File: src/rtl/rom_arbiter.sv
// rtl/rom_arbiter.sv - two-port arbiter in front of a single-port registered program ROM
//
// Purpose: shares one synchronous ROM between port 0 (processor fetch) and
// port 1 (auxiliary table reader). A request accepted in IDLE drives the ROM
// address, the FSM waits out ROM_LATENCY edges, then captures ROM_DATA into
// RDATA and pulses VALID for the winning port.
//
// Configuration macro: ROM_ARB_RR_EN
//   defined   - round-robin on ties (port not granted last wins; port 0 first)
//   undefined - fixed priority, port 0 always wins ties
//
// Ports:
//   CLK, RESETN        clock (rising edge), asynchronous active-low reset
//   REQ0/ADDR0         port 0 request and address
//   GNT0/VALID0        port 0 accept pulse, result-valid pulse
//   REQ1/ADDR1         port 1 request and address
//   GNT1/VALID1        port 1 accept pulse, result-valid pulse
//   RDATA              last captured ROM word, held until next capture
//   BUSY               high whenever the FSM is outside IDLE
//   ROM_ADDR/ROM_DATA  registered address to the ROM, read data from the ROM

module rom_arbiter #(
  parameter int ADDR_WIDTH  = 8,
  parameter int DATA_WIDTH  = 8,
  parameter int ROM_LATENCY = 1
) (
  input  logic                  CLK,
  input  logic                  RESETN,
  input  logic                  REQ0,
  input  logic [ADDR_WIDTH-1:0] ADDR0,
  output logic                  GNT0,
  output logic                  VALID0,
  input  logic                  REQ1,
  input  logic [ADDR_WIDTH-1:0] ADDR1,
  output logic                  GNT1,
  output logic                  VALID1,
  output logic [DATA_WIDTH-1:0] RDATA,
  output logic                  BUSY,
  output logic [ADDR_WIDTH-1:0] ROM_ADDR,
  input  logic [DATA_WIDTH-1:0] ROM_DATA
);

  typedef enum logic [1:0] {
    ST_IDLE    = 2'd0,
    ST_WAIT    = 2'd1,
    ST_CAPTURE = 2'd2
  } state_t;

  // WAIT counts down to zero, so loading LATENCY-1 gives exactly ROM_LATENCY
  // edges between the address update and the capture edge.
  localparam logic [3:0] CNT_INIT = 4'(ROM_LATENCY - 1);

  state_t     state;
  state_t     state_next;
  logic [3:0] cnt;
  logic       owner;    // 0 = port 0, 1 = port 1
  logic       any_req;
  logic       win;      // arbitration result, 1 selects port 1

  assign any_req = REQ0 | REQ1;

`ifdef ROM_ARB_RR_EN
  // Last granted port; reset to 1 so the first tie goes to port 0.
  logic last_gnt;

  always_comb begin
    win = ~REQ0;
    if (REQ0 && REQ1) begin
      win = ~last_gnt;
    end
  end

  always_ff @(posedge CLK or negedge RESETN) begin
    if (!RESETN) begin
      last_gnt <= 1'b1;
    end else if (state == ST_IDLE && any_req) begin
      last_gnt <= win;
    end
  end
`else
  assign win = ~REQ0;
`endif

  always_ff @(posedge CLK or negedge RESETN) begin
    if (!RESETN) begin
      state <= ST_IDLE;
    end else begin
      state <= state_next;
    end
  end

  always_comb begin
    state_next = state;
    case (state)
      ST_IDLE:    if (any_req) state_next = ST_WAIT;
      ST_WAIT:    if (cnt == 4'd0) state_next = ST_CAPTURE;
      ST_CAPTURE: state_next = ST_IDLE;
      default:    state_next = ST_IDLE;
    endcase
  end

  // BUSY comes straight from the state register, so it has no input path.
  assign BUSY = (state != ST_IDLE);

  always_ff @(posedge CLK or negedge RESETN) begin
    if (!RESETN) begin
      GNT0     <= 1'b0;
      GNT1     <= 1'b0;
      VALID0   <= 1'b0;
      VALID1   <= 1'b0;
      RDATA    <= '0;
      ROM_ADDR <= '0;
      cnt      <= 4'd0;
      owner    <= 1'b0;
    end else begin
      GNT0   <= 1'b0;
      GNT1   <= 1'b0;
      VALID0 <= 1'b0;
      VALID1 <= 1'b0;
      case (state)
        ST_IDLE: begin
          if (any_req) begin
            ROM_ADDR <= win ? ADDR1 : ADDR0;
            owner    <= win;
            GNT0     <= ~win;
            GNT1     <= win;
            cnt      <= CNT_INIT;
          end
        end
        ST_WAIT: begin
          if (cnt != 4'd0) begin
            cnt <= cnt - 4'd1;
          end
        end
        ST_CAPTURE: begin
          RDATA  <= ROM_DATA;
          VALID0 <= ~owner;
          VALID1 <= owner;
        end
        default: ;
      endcase
    end
  end

endmodule

File: config.mk
export PLATFORM = sky130hd
export DESIGN_NAME = rom_arbiter
export DESIGN_NICKNAME = d
export VERILOG_FILES = /design/src/rtl/rom_arbiter.sv
export SDC_FILE = /design/constraint.sdc
export NUM_CORES = 1
export LEC_CHECK = 0
export BUFFER_PORTS_ARGS = -buffer_cell sky130_fd_sc_hd__clkbuf_2
export CAP_MARGIN = 10
export CELL_PAD_IN_SITES_DETAIL_PLACEMENT = 2
export CELL_PAD_IN_SITES_GLOBAL_PLACEMENT = 2
export CORE_MARGIN = 5
export CORE_UTILIZATION = 29
export CTS_CLUSTER_SIZE = 28
export DETAILED_ROUTE_END_ITERATION = 8
export GPL_TIMING_DRIVEN = 0
export PLACE_DENSITY_LB_ADDON = 0.1
export SYNTH_ARGS = -nofsm -noshare
export SYNTH_HDL_FRONTEND = slang
export SYNTH_SLANG_ARGS = --single-unit
export TNS_END_PERCENT = 30
File: constraint.sdc
create_clock -name CLK -period 1.7 [get_ports CLK]
set_input_delay 0.085 -clock CLK [delete_from_list [all_inputs] [get_ports CLK]]
set_output_delay 0.085 -clock CLK [all_outputs]
set_load 0.02 [all_outputs]
==> reports/results.tsv, run 1 <==
metric	value	unit
multiInputGateArea	482	µm²
register_area	676	µm²
rr_worst_depth	5	
finalHoldViolCount	0	
syn_nets	128	
timing.setup.tns	0	ns
synth_fa_ha_area_share	2.06	%
status	completed	
synth_top_family_by_area	multiplexers	
die_x	74.7	µm
post-cts-setup-buffer-count	0	
cellPowerDensity	1710	mW/mm²
worst_pin_slew	0.704	ns
htreeDepth	1	
start_kind	flip-flop	
die_h	74.7	µm
drive_above_1_share	46.4	%
seqPwrFrac	38.2	%
arrival	1.33	ns
synthArstFlopShare	100	%
synth_area_leaders	dfrtp_1 56%, mux2_4 9.9%, o21ai_1 7.8%	
syn_area	0.00121	mm²
clock_sinks	27	
internal_power	1.60	mW
globalRouteTotalUtil	12.8	%
final_max_slew_viol_count	0	
synthSimpleGateAreaFrac	8.87	%
power.switching	1.10	mW
synth_most_common_cell	dfrtp_1	
timing.hold.ws	0.0254	ns
cts_max_path_buffers	2	
dr_total_vias	946	
crit_type	reg -> out	
wl	3250	µm
min_period	1.41	ns
n_antenna_cell	0	
final_util	39.1	%
cts_root_buf	clkbuf_8	
grt_pass1_wl	5330	µm
clkLatencyLatePin	0.28	ns
grt_pass1_vias	1112	
p_clk_share	14.5	%
nets	182	
dieArea	0.00558	mm²
synth_warnings	0	
rsz0062_at_grt	no	
seq_area_frac_synth	55.7	%
synth_cell_type_count	26	
grt_max_degree	28	
stdcell_count	201	
endpoint_kind	output pin	
place.gp.congestion	0.796	
fin_skew	0.00536	ns
synthFlopType	dfrtp_1	
area_delta_synth_final	29.8	%
wire_per_inst	16.2	µm
fmax	0.708	GHz
ant_nets	0	
dp_hpwl	2490	µm
core_area	0.00403	mm²
cts_buffers	3	
synth_compound_area_share	11.4	%
maxCapViolCount	0	
synth_common_cells	27 x dfrtp_1, 19 x o21ai_1, 9 x mux2i_1	
synth.avg_cell_area	12.4	µm²
ios	49	
synth_top_area_share	55.7	%
ir_drop	0.763	mV
fill_cells	439	
synth-xor-area-share	0	%
io_buffer_count	48	
initial_core_util	30.1	%
placed_cells	196	
firstDrtPassIters	4	
max_slew_margin	53.1	%
antenna_found_initial	0	
yosysTopAreaCell	dfrtp_1	
drc	0	
setup_viol	0	
cts_tree	built	
fin_crit_sh	83.1	%
routed_via_density	4.71	
row_count	23	
combPwrFrac	47.3	%
syn-instance-count	98	
sw_frac_of_total	40.7	%
hold_class	in -> reg	
drt_iter0_drc	28	
muxShareOfSynthArea	17.3	%
synth-edff-count	0	
cp_max_fo	10	
p_leak	0.820	nW
path_clk_slew	0.10	ns
hold_depth	2	
required	1.62	ns
gr-total-overflow	0	
synth_seq_cells	27	
-- layout by cell type, fill, tap and decap left out, types with 2 or more instances in the layout --
cell / n
o21ai_1: 19
nor3_1: 2
nand2_1: 2
mux2_4: 8
clkbuf_2: 48
buf_4: 2
ha_1: 2
mux2i_1: 9
inv_1: 4
clkbuf_8: 3
nand2b_1: 3
dfrtp_1: 27
nor2_2: 2
nor2_1: 3
buf_6: 2
-- routing by layer --
metal  wire, µm  GRT usage, %  part of all wire, %  up-vias
met5          0             0                    0        -
met4         41          4.74                  1.3        0
met3        161          2.80                  5.0        4
met2       1650          22.2                   51       25
met1       1400          15.6                   43      470
li1           -             -                    -      447
-- power by group through the flow --
stage          combinational (mW)  clock [mW]  sequential, mW
4_1_cts                      1.31       0.401            1.04
3_3_place_gp                 1.27           0            1.03
5_1_grt                      1.39       0.432            1.07
6_report                     1.28       0.392            1.03
3_5_place_dp                 1.30           0            1.05
2_1_floorplan               0.597           0            1.30
-- through the flow --
| stage | setup WS, ns | power, mW | instance area (µm²) |
|---|---|---|---|
| after global placement | 0.371 | 2.30 | 1520 |
| after global routing | 0.194 | 2.89 | 1580 |
| final | 0.288 | 2.70 | 1580 |
| after detailed placement | 0.332 | 2.35 | 1520 |
| after CTS | 0.263 | 2.75 | 1580 |
| after floorplan | 0.497 | 1.90 | 1210 |
-- path summary, 6_finish.rpt --
kind / startpoint / end / slack, ns
worst max register to register: cnt[0] / cnt[1] / 0.34
worst min register to register: owner / VALID0 / 0.44
worst min-delay path: ROM_DATA[3] / RDATA[3] / 0.03
min in group asynchronous: RESETN / cnt[0] / 0.38
worst max-delay path: state[1] / BUSY / 0.29
max in group asynchronous: RESETN / cnt[1] / 0.88
-- registers in the layout (all words and copies together), names as in the netlist --
signal / count
RDATA: 8
ROM_ADDR: 8
GNT1: 1
VALID1: 1
VALID0: 1
state: 2
owner: 1
GNT0: 1
cnt: 4
-- worst max-delay path: stages (launching register included) --
cell and delay (ns):
dfrtp_1 0.43, nor2_2 0.23, inv_2 0.07, buf_6 0.15, clkbuf_2 0.16
-- timing repair --
item,4_1_cts,5_1_grt
hold buffers,1,0
hold endpoints to repair,27,0
setup endpoints to repair,0,0
gates resized for setup,0,0
-- logic make-up after synthesis --
group,after synthesis
flip-flops,27
AO/OA/AOI/OAI,25
AND/OR/NAND/NOR,18
multiplexers,17
buffers and inverters,9
adder cells (fa/ha/maj),2
-- cell type report --
cell class | count | area share (%)
plain buffers | 4 | 2.38
clock buffers | 3 | 2.62
clock inverters | 1 | 0.477
inverters | 5 | 1.19
multi-input cells | 62 | 30.6
flip-flops and latches | 27 | 42.9
well taps | 50 | 3.97
repair buffers | 49 | 15.9
No activity file was read; power rests on OpenSTA's default activity.
==> inputs of run 2 (changes only) <==
- clock period: 1.7 -> 1.45 ns (I/O delays scaled with it)
==> run 2 against run 1 <==
  * Core utilization is 0.59 points higher
  * First-iteration DRC count is 11% higher
  * Sequential power is 18% higher
  * Via count is 0.21% higher
==> reports/results.tsv, run 2 (same netlist as run 1, synthesis figures left out) <==
metric	value	unit	change
clock_sinks	27		unchanged
initial_core_util	30.1	%	unchanged
dr_total_vias	948		+0.21%
antenna_found_initial	0		unchanged
grt_max_degree	28		unchanged
cts_buffers	3		unchanged
cts_tree	built		
wl_met3	161	µm	unchanged
fin_crit_sh	92.9	%	
core_area	0.00403	mm²	unchanged
area_delta_synth_final	31.8	%	
p_leak	0.828	nW	+1.0%
fill_cells	432		-1.6%
max_slew_margin	53.0	%	-0.067 points
cts_root_buf	clkbuf_8		
placed_cell_area	0.00152	mm²	unchanged
ant_nets	0		unchanged
firstDrtPassIters	4		unchanged
rsz0062_at_grt	no		
power.switching	1.30	mW	+18%
top_layer	met4		
die_x	74.7	µm	unchanged
fmax	0.743	GHz	
path_clk_slew	0.10	ns	about the same
globalRouteTotalUtil	12.8	%	unchanged
nets	183		+0.55%
die_h	74.7	µm	unchanged
grt_pass1_vias	1112		unchanged
start_kind	flip-flop		
final_max_slew_viol_count	0		unchanged
cp_max_fo	10		unchanged
endpoint_kind	output pin		
sw_frac_of_total	40.8	%	+0.10 points
row_count	23		unchanged
wire_per_inst	16.1	µm	-0.40%
grt_pass1_wl	5330	µm	unchanged
io_buffer_count	48		unchanged
final_cell_area	0.00160	mm²	+1.5%
wl	3260	µm	about the same
hold_class	in -> reg		
routed_via_density	4.69		-0.28%
drt-met1-wl	1400	µm	-0.14%
met2_length	1660	µm	+0.30%
post-cts-setup-buffer-count	0		unchanged
crit_type	reg -> out		
cellPowerDensity	1990	mW/mm²	+16%
drc	0		unchanged
min_period	1.35	ns	
top_regs	RDATA (8), ROM_ADDR (8), cnt (4)		
finalHoldViolCount	0		unchanged
worst_pin_slew	0.705	ns	+0.00101 ns
internal_power	1.88	mW	+18%
dieArea	0.00558	mm²	unchanged
fin_skew	0.00516	ns	-0.000208 ns
drive_above_1_share	47.4	%	+1.0 points
status	completed		
htreeDepth	1		unchanged
ios	49		unchanged
clkLatencyLatePin	0.28	ns	about the same
dp_hpwl	2490	µm	unchanged
seqPwrFrac	38.2	%	about the same
p_clk_share	14.4	%	about the same
final_common_cell	clkbuf_2		
ir_drop	0.914	mV	+20%
final_cell_mix	48 x clkbuf_2, 27 x dfrtp_1, 18 x o21ai_1, 9 x mux2i_1, 8 x mux2_4		
timing.setup.tns	0	ns	unchanged
cts_max_path_buffers	2		unchanged
arrival	1.27	ns	-0.06 ns
maxCapViolCount	0		unchanged
n_antenna_cell	0		unchanged
place.gp.congestion	0.796		unchanged
setup_viol	0		unchanged
drt_iter0_drc	31		+11%
gr-total-overflow	0		unchanged
combPwrFrac	47.4	%	about the same
required	1.38	ns	-0.24 ns
final_util	39.7	%	+0.59 points
==> run 2: changes by cell type in the layout (fill, tap and decap cells not counted), sizes merged <==
cell         previous run  this run
dlygate4sd3             1         2
==> run 2: power groups by stage <==
stage / combinational (mW) / clock (mW) / sequential, mW
after floorplan: 0.700 / 0 / 1.53
after global placement: 1.49 / 0 / 1.21
after detailed placement: 1.53 / 0 / 1.23
after CTS: 1.54 / 0.470 / 1.21
after global routing: 1.64 / 0.507 / 1.26
final: 1.51 / 0.458 / 1.22
==> run 2: critical path, stage by stage, from the launching register on <==
cell and delay [ns]:
dfrtp_1 0.45, nor2_4 0.18, inv_2 0.06, buf_6 0.14
clkbuf_2 0.16
==> run 2: worst paths after layout <==
| path | startpoint | end | slack [ns] | depth (start not counted) |
|---|---|---|---|---|
| worst max-delay path | state[1] | BUSY | 0.10 | 4 |
| worst min-delay path | ROM_DATA[2] | RDATA[2] | 0.01 | 2 |
| worst max register to register | cnt[0] | cnt[1] | 0.17 | 5 |
| worst min register to register | owner | VALID0 | 0.44 | 1 |
| max in group asynchronous | RESETN | cnt[1] | 0.64 | 2 |
| min in group asynchronous | RESETN | cnt[0] | 0.36 | 2 |
==> run 2: final cells by class <==
type / count / area [µm²] / area share, %
plain buffers: 4 / 37.5 / 2.35
clock buffers: 3 / 41.3 / 2.58
clock inverters: 1 / 7.51 / 0.469
inverters: 5 / 18.8 / 1.17
multi-input cells: 62 / 495 / 31.0
flip-flops and latches: 27 / 676 / 42.3
well taps: 50 / 62.6 / 3.91
repair buffers: 50 / 260 / 16.3
==> run 2: stage by stage <==
step	hold WS, ns	power, mW	worst slack [ns]	instances
global route	0.00407	3.40	0.0298	202
global placement	0.156	2.70	0.121	196
floorplan	-0.223	2.23	0.247	98
detailed placement	0.162	2.75	0.0822	196
CTS	0.00672	3.23	0.0253	201
finish	0.0142	3.18	0.104	202
==> run 2: repair_timing <==
action	4_1_cts	5_1_grt
endpoints found under the setup margin	0	3
resized for setup	0	3
hold endpoints to repair	27	1
hold buffers	1	1
==> run 2: per-layer routing <==
layer | vias to the layer above | global-route usage, %
met1 | 468 | 15.6
li1 | 451 | -
met5 | - | 0
met2 | 25 | 22.2
met3 | 4 | 2.80
met4 | 0 | 4.74
